**src/rtl/mem_stage_pkg.sv**
```systemverilog
// ---------------------------------------------------------------------------
// mem_stage_pkg: shared state encoding and MEM-control bit indices. Rev 1.0
// ---------------------------------------------------------------------------
`default_nettype none

package mem_stage_pkg;

  typedef enum logic [1:0] {
    IDLE = 2'd0,
    REQ  = 2'd1,
    DONE = 2'd2
  } mem_state_t;

  localparam int MEM_LD          = 0;
  localparam int MEM_ST          = 1;
  localparam int DEFAULT_TIMEOUT = 255;

endpackage

`default_nettype wire

```
**src/rtl/mem_timeout_ctr.sv**
```systemverilog
// ---------------------------------------------------------------------------
// mem_timeout_ctr: clear/enable counter, o_tc at TIMEOUT-1; TIMEOUT=0 never expires. Rev 1.0
// ---------------------------------------------------------------------------
`default_nettype none

module mem_timeout_ctr #(
  parameter int TIMEOUT = 255
) (
  input  logic clk,
  input  logic rst,
  input  logic i_clr,
  input  logic i_en,
  output logic o_tc
);

  localparam int CW = (TIMEOUT > 1) ? $clog2(TIMEOUT) : 1;

  logic [CW-1:0] r_cnt;

  // Saturates at terminal count so a held enable cannot wrap past it.
  always_ff @(posedge clk or posedge rst) begin
    if (rst) begin
      r_cnt <= '0;
    end else if (i_clr) begin
      r_cnt <= '0;
    end else if (i_en && !o_tc) begin
      r_cnt <= r_cnt + 1'b1;
    end
  end

  generate
    if (TIMEOUT == 0) begin : g_never
      assign o_tc = 1'b0;
    end else begin : g_expire
      assign o_tc = (r_cnt == CW'(TIMEOUT - 1));
    end
  endgenerate

endmodule

`default_nettype wire

```
**src/rtl/mem_access_unit.sv**
```systemverilog
// ---------------------------------------------------------------------------
// mem_access_unit: MEM-stage load/store req/ack controller with timeout.
// Optional misalignment abort via MEM_ALIGN_CHECK_EN. Rev 1.0
// ---------------------------------------------------------------------------
`default_nettype none

module mem_access_unit
  import mem_stage_pkg::*;
#(
  parameter int AW      = 32,
  parameter int DW      = 32,
  parameter int TIMEOUT = DEFAULT_TIMEOUT
) (
  input  logic          clk,
  input  logic          rst,
  input  logic          adv,
  input  logic [3:0]    z_in,
  input  logic [AW-1:0] addr_in,
  input  logic [DW-1:0] wdata_in,
  input  logic [1:0]    mem_ctl_in,
  input  logic [3:0]    wb_ctl_in,
  output logic [DW-1:0] alu_out,
  output logic [DW-1:0] mem_out,
  output logic [3:0]    z_out,
  output logic [3:0]    wb_ctl_out,
  output logic          stall_out,
  output logic          err_out,
  output logic          misalign_out,
  output logic          dm_req,
  output logic          dm_we,
  output logic [AW-1:0] dm_addr,
  output logic [DW-1:0] dm_wdata,
  input  logic          dm_ack,
  input  logic [DW-1:0] dm_rdata
);

  mem_state_t    r_state;
  logic          r_dm_req;
  logic          r_dm_we;
  logic          r_err;
  logic          r_misalign;
  logic [AW-1:0] r_addr;
  logic [DW-1:0] r_wdata;
  logic [DW-1:0] r_rdata;

  logic          w_op;
  logic          w_store;
  logic          w_misalign;
  logic          w_clr;
  logic          w_cnt_en;
  logic          w_tc;

  assign w_op    = mem_ctl_in[MEM_LD] | mem_ctl_in[MEM_ST];
  assign w_store = mem_ctl_in[MEM_ST];

`ifdef MEM_ALIGN_CHECK_EN
  assign w_misalign = (addr_in[1:0] != 2'b00);
`else
  assign w_misalign = 1'b0;
`endif

  assign w_clr    = (r_state == IDLE) && w_op;
  assign w_cnt_en = (r_state == REQ) && !dm_ack;

  mem_timeout_ctr #(
    .TIMEOUT (TIMEOUT)
  ) u_timeout (
    .clk   (clk),
    .rst   (rst),
    .i_clr (w_clr),
    .i_en  (w_cnt_en),
    .o_tc  (w_tc)
  );

  always_ff @(posedge clk or posedge rst) begin
    if (rst) begin
      r_state    <= IDLE;
      r_dm_req   <= 1'b0;
      r_dm_we    <= 1'b0;
      r_err      <= 1'b0;
      r_misalign <= 1'b0;
      r_addr     <= '0;
      r_wdata    <= '0;
      r_rdata    <= '0;
    end else begin
      unique case (r_state)
        IDLE: begin
          if (w_op) begin
            r_addr  <= addr_in;
            r_wdata <= wdata_in;
            if (w_misalign) begin
              r_misalign <= 1'b1;
              r_rdata    <= '0;
              r_state    <= DONE;
            end else begin
              r_dm_req <= 1'b1;
              r_dm_we  <= w_store;
              r_state  <= REQ;
            end
          end
        end
        REQ: begin
          // An ack on the terminal-count cycle still completes normally.
          if (dm_ack) begin
            r_rdata  <= r_dm_we ? '0 : dm_rdata;
            r_dm_req <= 1'b0;
            r_dm_we  <= 1'b0;
            r_state  <= DONE;
          end else if (w_tc) begin
            r_err    <= 1'b1;
            r_rdata  <= '0;
            r_dm_req <= 1'b0;
            r_dm_we  <= 1'b0;
            r_state  <= DONE;
          end
        end
        DONE: begin
          if (adv) begin
            r_err      <= 1'b0;
            r_misalign <= 1'b0;
            r_state    <= IDLE;
          end
        end
        default: r_state <= IDLE;
      endcase
    end
  end

  assign alu_out      = addr_in;
  assign z_out        = z_in;
  assign wb_ctl_out   = wb_ctl_in;
  assign mem_out      = (r_state == DONE) ? r_rdata : '0;
  assign stall_out    = !rst && (((r_state == IDLE) && w_op) || (r_state == REQ));
  assign err_out      = r_err;
  assign misalign_out = r_misalign;
  assign dm_req       = r_dm_req;
  assign dm_we        = r_dm_we;
  assign dm_addr      = r_addr;
  assign dm_wdata     = r_wdata;

endmodule

`default_nettype wire

```
**config.mk**
```make
export PLATFORM = sky130hd
export DESIGN_NAME = mem_access_unit
export DESIGN_NICKNAME = d
export VERILOG_FILES = /design/src/rtl/mem_stage_pkg.sv /design/src/rtl/mem_timeout_ctr.sv /design/src/rtl/mem_access_unit.sv
export SDC_FILE = /design/constraint.sdc
export NUM_CORES = 1
export LEC_CHECK = 0
export CAP_MARGIN = 10
export CORE_AREA = 2 2 118 120
export DETAILED_ROUTE_END_ITERATION = 12
export DIE_AREA = 0 0 120 122
export PLACE_DENSITY = 0.77
export SYNTH_ARGS = -nofsm -noshare
export SYNTH_HDL_FRONTEND = slang
export SYNTH_SLANG_ARGS = --single-unit
```
**constraint.sdc**
```tcl
create_clock -name clk -period 3.5 [get_ports clk]
set_clock_uncertainty 0.1 [all_clocks]
set_input_delay 0.7 -clock clk [delete_from_list [all_inputs] [get_ports clk]]
set_output_delay 0.7 -clock clk [all_outputs]
set_load 0.02 [all_outputs]
```
# == Word-level counts from Yosys, hierarchy flattened ==
# Index checks and enable logic that the tools add are counted.
# word_totals
reg_bits,109
in_bits,110
out_inout_bits,141
elab_cells,57
# op_classes
add_sub_neg,1
n_eq_ne,8
mux,21
n_bitwise,1
reduce_logical,18
# ops
operator,count
32-bit 2-to-1 mux,4
8-bit 2-to-1 mux,2
8-bit by 1-bit adder with 8-bit output (second input constant),1
8-bit equality test (second input constant),1
2-bit 2-to-1 mux,4
2-bit nonzero test,4
1-bit 2-to-1 mux,7
2-bit inequality test (second input constant),3
1-bit case mux with 2 select lines,3
2-bit case mux with 3 select lines,1
3-bit AND reduction,2
1-bit logical AND,4
2-bit AND reduction,2
4-bit AND reduction,1
1-bit zero test,3
3-bit by 2-bit inequality test with 1-bit output (second input constant),1
2-bit by 1-bit equality test with 1-bit output (second input constant),1
2-bit equality test (second input constant),1
2-bit zero test,1
2-bit by 1-bit inequality test with 1-bit output (second input constant),1
1-bit logical OR,1
1-bit OR,1

# == Longest topological paths before layout ==
# logic_depth
ltp_word,5
mapped_depth,7
depth_no_buf,6

# == Hierarchy ==
# Synthesis repeated with hierarchy kept, for this count alone.
# hier_totals
cells_unflattened,357
area_unflattened_um2,4753.3
# modules_own_cells
module,instances,cells_per_inst,area_per_inst_um2,seq_area_each_um2
mem_access_unit,1,305,4264.1,2527.4
mem_timeout_ctr,1,52,489.2,200.2

# == Worst setup path before layout ==
# No wires, ideal clock.
# synth_timing
kind,input port to output port
startpoint,in mem_ctl_in[1]
endpoint,out stall_out
arrival_ns,1.386
t_required_ns,2.700
slack_ns,1.314
path_stages,4
path_buffers,1
path_cell_list,o21a_1 -> buf_2 -> nor2_1 -> nor2_1
# synth_between
elab_chain_cells,4
# synth_lines
element,line_no,source
start: declaration,mem_access_unit.sv:20,"input logic [1:0] mem_ctl_in,"
1-bit OR,mem_access_unit.sv:53,assign w_op = mem_ctl_in[MEM_LD] | mem_ctl_in[MEM_ST];
1-bit logical AND,mem_access_unit.sv:133,assign stall_out = !rst && (((r_state == IDLE) && w_op) || (r_state == REQ));
1-bit logical OR,mem_access_unit.sv:133,
1-bit logical AND,mem_access_unit.sv:133,
end: declaration,mem_access_unit.sv:26,"output logic stall_out,"
# No other way between the ends.

# == Final worst setup path ==
# Same ends and word-level chain as after synthesis.

==> summary.md <==
| Metric | Value |
|---|---|
| Grt ovf | 0 |
| Worst path cell trace | clkdlybuf4s50_1, o21a_2, nor2_1, nor2_1, clkdlybuf4s50_1 |
| Fin crit share | 85.8% |
| Root Driver | clkbuf_16 |
| Syn Inst Count | 489 |
| Ant. Diodes | 0 |
| Post-synthesis sequential area ratio | 57.6% |
| Layout net count | 788 |
| Crit path time final | 3.00 ns |
| Die H | 122 µm |
| Cell Rows | 43 |
| Synth Area in Simple Gates | 22.9% |
| Rel. slew slack | between 40% and 50% |
| WL/cell | 15.0 µm |
| Min-Delay Path Depth | 1 |
| Crit-path max cell delay | just over 0.6 ns |
| TritonCTS Buffers | 9 |
| Switching power | 2.33 mW |
| Synth Net Count | 601 |
| Worst setup SP type | input port |
| Total GRT Usage | 17.7% |
| Top delay family on crit path | buffers and inverters |
| Top Layer Used | met4 |
| CP Data Required Time | about 2.7 ns |
| Static Leak | 3.36 nW |
| Post-detail-place hpwl | about 9300 µm |
| Yosys cell types | 35 |
| Syn avg cell area | about 9.7 µm² |
| Setup Buffers After CTS | 0 |
| Pin count of the biggest net entering global routing | 68 |
| WL met2 | 6050 µm |
| HP Class | reg -> reg |
| GP Congestion | 0.770 |
| CTS tree | done |
| Final WS setup | roughly 0.50 ns |
| Buf/Inv on CP | 2 |
| Critical path type | in -> out |
| Power Internal | 3.57 mW |
| Final wirelength | approximately 13000 µm |
| Final std cells w/o fill | 861 |
| Fillers | about 1.2k |
| H-tree levels | 3 |
| Die X | 120 µm |
| Layout cell share with drive strength beyond 1 | 4.41% |
| Area of the multi-input gates | 1580 µm² |
| Pre-CTS WS | around 0.51 ns |
| Post-CTS Resized | 0 |
| # clock sinks | ~110 |
| Power per Cell Area | 816 nW/µm² |
| # IOs | roughly 250 |
| Later-pin clock latency in the skew report | ~0.35 ns |
| Post-synthesis register bit count | 109 |
| Post-Route M1 WL | 5410 µm |
| Count of final hold-check violations | 0 |
| Core area | around 14000 µm² |
| ANT nets after route | 0 |
| WHS | 0.376 ns |
| Largest family of logic cells by synthesized area | simple AND/OR/NAND/NOR gates |
| DRC | 0 |
| RSZ-0062 raised after global routing | false |
| Adder-Cell Fraction of Synth Area | 0.528% |
| Critical path capture point type | primary output |
| Storage element area | 2730 µm² |
| Clk slew on worst S/H paths | 0.07 ns |
| DR vias | 4040 |
| CTS Buffer Depth | 2 |
| IO Port Bufs | roughly 230 |
| VDD IR max | 0.000360 V |
| Syn-to-layout area delta | 52.4% |
| Final Max Tran Viols | 0 |
| Routed length on met3 | 1230 µm |
| Final setup TNS | 0 ns |
| Combinational power share | 48.0% |
| Via-per-instance ratio | 4.69 |
| Sequential share of power | 35.7% |
| Endpoints failing setup | 0 |
| First-pass GRT wire length | 20200 µm |
| Total power | 5.90 mW |
| Initial Util | 35.1% |
| Post-Place Cells | between 800 and 900 |
| Clock group share of total power | 16.3% |
| Vias in the first global route | between 3k and 4k |
| Crit path DAT | 2.20 ns |
| Worst-margin pin slew | 0.761 ns |
| Post-synthesis mux area share | 0% |
| Cell count of the worst reg-to-reg path | 4 |
| Initial antenna violation count | 0 |
| Mapped Area | approximately 4700 µm² |
| Outcome | completed |
| Drt initial violations | 194 |
| Crit path max-delay cell type | clkdlybuf4s50_1 |
| WP depth | 5 |
| Die area | approximately 15000 µm² |
| Synth Area in Compound Gates | 9.37% |
| Switching fraction of total power | 39.4% |
| Yosys warnings | 0 |
| # Max-Cap Violations | 0 |
| CP Max Fanout | 3 |
| Hold Buf Count CTS | 0 |
| F_max | around 330 MHz |
| Drt first pass iters | 4 |
| Post-Synth XOR/XNOR Area | 0.185% |
[metrics by stage]
step | util, % | area, µm²
5_1_grt | 53.5 | 7220
3_3_place_gp | 51.4 | 6950
3_5_place_dp | 51.4 | 6950
6_report | 53.5 | 7220
2_1_floorplan | - | 4740
4_1_cts | 53.5 | 7220
[final cells by class]
| type | instances | share of cell area [%] |
|---|---|---|
| clock buffer | 9 | 3.12 |
| clock inverter | 7 | 0.710 |
| inverter | 5 | 0.312 |
| multi-input combinational | 310 | 21.9 |
| sequential | 109 | 37.8 |
| tap | 180 | 3.12 |
| timing repair buffer | 241 | 33.1 |
[cells in the final DEF, fill, tap and decap left out, types with 2 or more instances in the layout]
cell type and count:
inv_1 4, o211ai_1 3, clkinv_4 2, clkbuf_16 9, o21ai_0 3, nand3_1 5, and2_1 32, clkinv_2 3
o41ai_1 2, clkinvlp_4 2, nand2_1 197, a22o_1 28, buf_4 8, o311ai_0 2, clkdlybuf4s50_1 233, ha_1 2
a21oi_1 2, and4b_1 4, nor2_1 7, a21o_1 5, o31ai_1 3, dfrtp_1 109
[synth_stat cells]
master	instances	area share (%)
o2bb2ai_1	1	0.18
and4_1	1	0.18
buf_4	42	6.7
and2_1	32	4.2
a21oi_1	2	0.21
and2b_1	1	0.16
o21ai_1	1	0.11
o21ai_0	3	0.32
ha_1	2	0.53
and4b_1	4	0.85
o41ai_1	2	0.37
nor2_1	7	0.55
nor3b_4	1	0.40
nor2b_1	1	0.13
nand2_1	197	16
conb_1	1	0.079
o311ai_0	2	0.37
a21o_1	5	0.79
inv_1	5	0.40
nand3_1	5	0.53
dfrtp_1	109	58
a31oi_1	1	0.13
o31ai_1	3	0.48
o21ai_2	1	0.18
o211ai_1	3	0.48
buf_2	7	0.74
clkbuf_1	14	1.1
o21a_1	1	0.16
a22o_1	28	5.2
xor2_1	1	0.18
a22oi_1	1	0.16
o211ai_2	1	0.26
buf_6	2	0.48
or3_1	1	0.13
nand4_1	1	0.13
[registers in the layout, indices dropped and copies added, names as in the netlist]
name / flops
dm_req: 1
dm_addr: 32
dm_wdata: 32
err_out: 1
dm_we: 1
r_rdata: 32
u_timeout.r_cnt: 8
r_state: 2
[cells by family (layout without fill, tap and decap cells)]
family                   Yosys count  after routing
AND/OR/NAND/NOR                  251            251
flip-flops                       109            109
buffers and inverters             70            262
AO/OA/AOI/OAI                     55             55
adder cells (fa/ha/maj)            2              2
other                              1              1
XOR/XNOR                           1              1
[per-layer routing]
layer | vias up | track usage, %
met5 | - | 0
met4 | 0 | 7.35
met3 | 19 | 6.37
met2 | 185 | 29.0
met1 | 1919 | 21.2
li1 | 1917 | -
[worst paths after layout]
kind	start	end	slack, ns
hold / removal	dm_req$_DFFE_PP0P_	dm_req$_DFFE_PP0P_	0.38
max in group asynchronous	rst	dm_addr[11]$_DFFE_PP0P_	1.90
hold reg to reg	dm_req$_DFFE_PP0P_	dm_req$_DFFE_PP0P_	0.38
setup reg to reg	r_state[1]$_DFFE_PP0P_	u_timeout.r_cnt[5]$_DFFE_PP0P_	1.53
min in group asynchronous	rst	r_rdata[16]$_DFFE_PP0P_	0.84
setup / recovery	mem_ctl_in[1]	stall_out	0.50
[power by group through the flow]
stage / sequential, mW / combinational (mW) / clock, mW
after floorplan: 2.54 / 1.15 / 0
after global placement: 2.09 / 2.80 / 0
after detailed placement: 2.13 / 2.86 / 0
after CTS: 2.11 / 2.87 / 0.997
after global routing: 2.18 / 3.07 / 1.05
final: 2.11 / 2.83 / 0.959
(Power assumes the default switching activity.)
==> RTL edit (same flow settings) <==
Change the package constant `DEFAULT_TIMEOUT` from 255 to 510.
--- a/src/rtl/mem_stage_pkg.sv
+++ b/src/rtl/mem_stage_pkg.sv
@@ -15,3 +15,3 @@
   localparam int MEM_ST          = 1;
-  localparam int DEFAULT_TIMEOUT = 255;
+  localparam int DEFAULT_TIMEOUT = 510;
 
Function: no difference found for any inputs over 4 cycles, from zero or initial values and one cycle with rst high; that may be too few to reach the edited logic, so the function may still have changed.
==> RTL edit against the original RTL <==
  * Largest cell class unchanged
  * Count of clock-buffer cells in the layout rose by 4
  * Register-to-register slack got worse by 0.06 ns
  * Routed wire length shrank 1.4%
  * Sequential cell count grew 1
  * Non-clock buffer count down 1
  * Via count rose by 0.37%
  * Area after synthesis is 2.0% higher
  * Design area is 1.6% higher
  * Global-route usage is 0.40 points lower
  * Cell count up 1.0%
  * Setup slack better by 0.062 ns
  * Total power grew 2.0%
==> RTL edit: results (changes against the original RTL) <==
The flow ran to the end, and the final reports show no timing, DRC or antenna violations. The met3 track utilization from global routing was 5.805% (-0.56 points). The final-stage net count is 797 (+1.1%), and the overall fraction of global-route tracks in use is 17.31% (-0.40 points). In this run the critical register-to-register path is captured at u_timeout.r_cnt[6]$_DFFE_PP0P_. The tools report the via count of the first global-routing pass as 4107 (+4.3%). The logs give 20190 um (-0.24%) for the wire length of the first global-routing pass and 27.98% (-0.99 points) for the met2 layer usage reported by global route. The slew at the pin closest to its max-slew limit works out to 0.7238 ns (-0.03719 ns). The run gives 21.31% (+0.10 points) as the met1 layer usage reported by global route.

The end point of the worst hold path is r_rdata[23]$_DFFE_PP0P_. The share of total power consumed by net switching works out to 38.66% (-0.78 points). The clock power share is 16.0% (-0.3 points), and the weighted congestion at the end of routability-driven global placement is 0.8227 (+6.8%).

The tools report the arrival time reported for the critical path endpoint as 2.14 ns (-0.06 ns). In the synthesized netlist, the cells that appear most often are 197 x sky130_fd_sc_hd__nand2_1, 110 x sky130_fd_sc_hd__dfrtp_1, 41 x sky130_fd_sc_hd__buf_4. The post-DP HPWL was 9017 um (-3.4%); the wire length per cell was 14.69 um (-2.4%). Yosys attributes the largest share of cell area to sky130_fd_sc_hd__dfrtp_1 57%, sky130_fd_sc_hd__nand2_1 15%, sky130_fd_sc_hd__buf_4 6.4%, sky130_fd_sc_hd__a22o_1 5.1%, sky130_fd_sc_hd__and2_1 4.1%.

For the setup slack of the worst register-to-register path, the log shows 1.47 ns (-0.06 ns). The largest net degree at the start of global routing came out at 111 (+63%). The starting DRC count in detailed routing was 193 (-0.52%); the area occupied by multi-input gates was 1652 sq um (+4.6%). The number of vias per cell after detailed routing was 4.661 (-0.67%); the post-detailed-placement cell area was 7058 sq um (+1.6%).
-- RTL edit: changes by cell type after synthesis, moves of 3 or more --
cell | unedited run | this run
sky130_fd_sc_hd__nand3_1 | 5 | 0
sky130_fd_sc_hd__a211oi_1 | 0 | 4
sky130_fd_sc_hd__clkbuf_1 | 14 | 18
sky130_fd_sc_hd__a21oi_1 | 2 | 5
sky130_fd_sc_hd__nand2b_1 | 0 | 3
-- RTL edit: logic make-up after synthesis --
| logic type | Yosys count | synth area share [%] |
|---|---|---|
| and+or+nand+nor | 256 | 23.32 |
| DFF | 110 | 56.95 |
| xor gates and xnor gates | 3 | 0.5437 |
| AOI/OAI and AO/OA | 58 | 9.449 |
| buffers and inverters | 72 | 9.138 |
| adders and majority gates | 2 | 0.5176 |
| other | 1 | 0.07759 |
-- RTL edit: cell type report --
class | count | area share [%]
clock buffers | 13 | 3.547
clock inverters | 3 | 0.2558
inverters | 4 | 0.2558
multi-input cells | 320 | 22.51
flip-flops and latches | 110 | 37.52
well taps | 180 | 3.070
repair buffers | 240 | 32.84
-- RTL edit: metrics by stage --
step | hold WS (ns) | std cells | power [mW]
after floorplan | 0.3408 | 502 | 3.746
after global placement | 0.3525 | 854 | 5.007
after detailed placement | 0.3585 | 854 | 5.098
after CTS | 0.3750 | 870 | 6.101
after global routing | 0.3943 | 870 | 6.428
final | 0.3700 | 870 | 6.011
-- RTL edit: metal layers --
metal / part of all wire (%) / wire length (um) / vias up
li1: - / - / 1945
met1: 42 / 5342 / 1919
met2: 47 / 6061 / 172
met3: 8.9 / 1139 / 19
met4: 1.8 / 234 / 0
met5: 0 / 0 / -
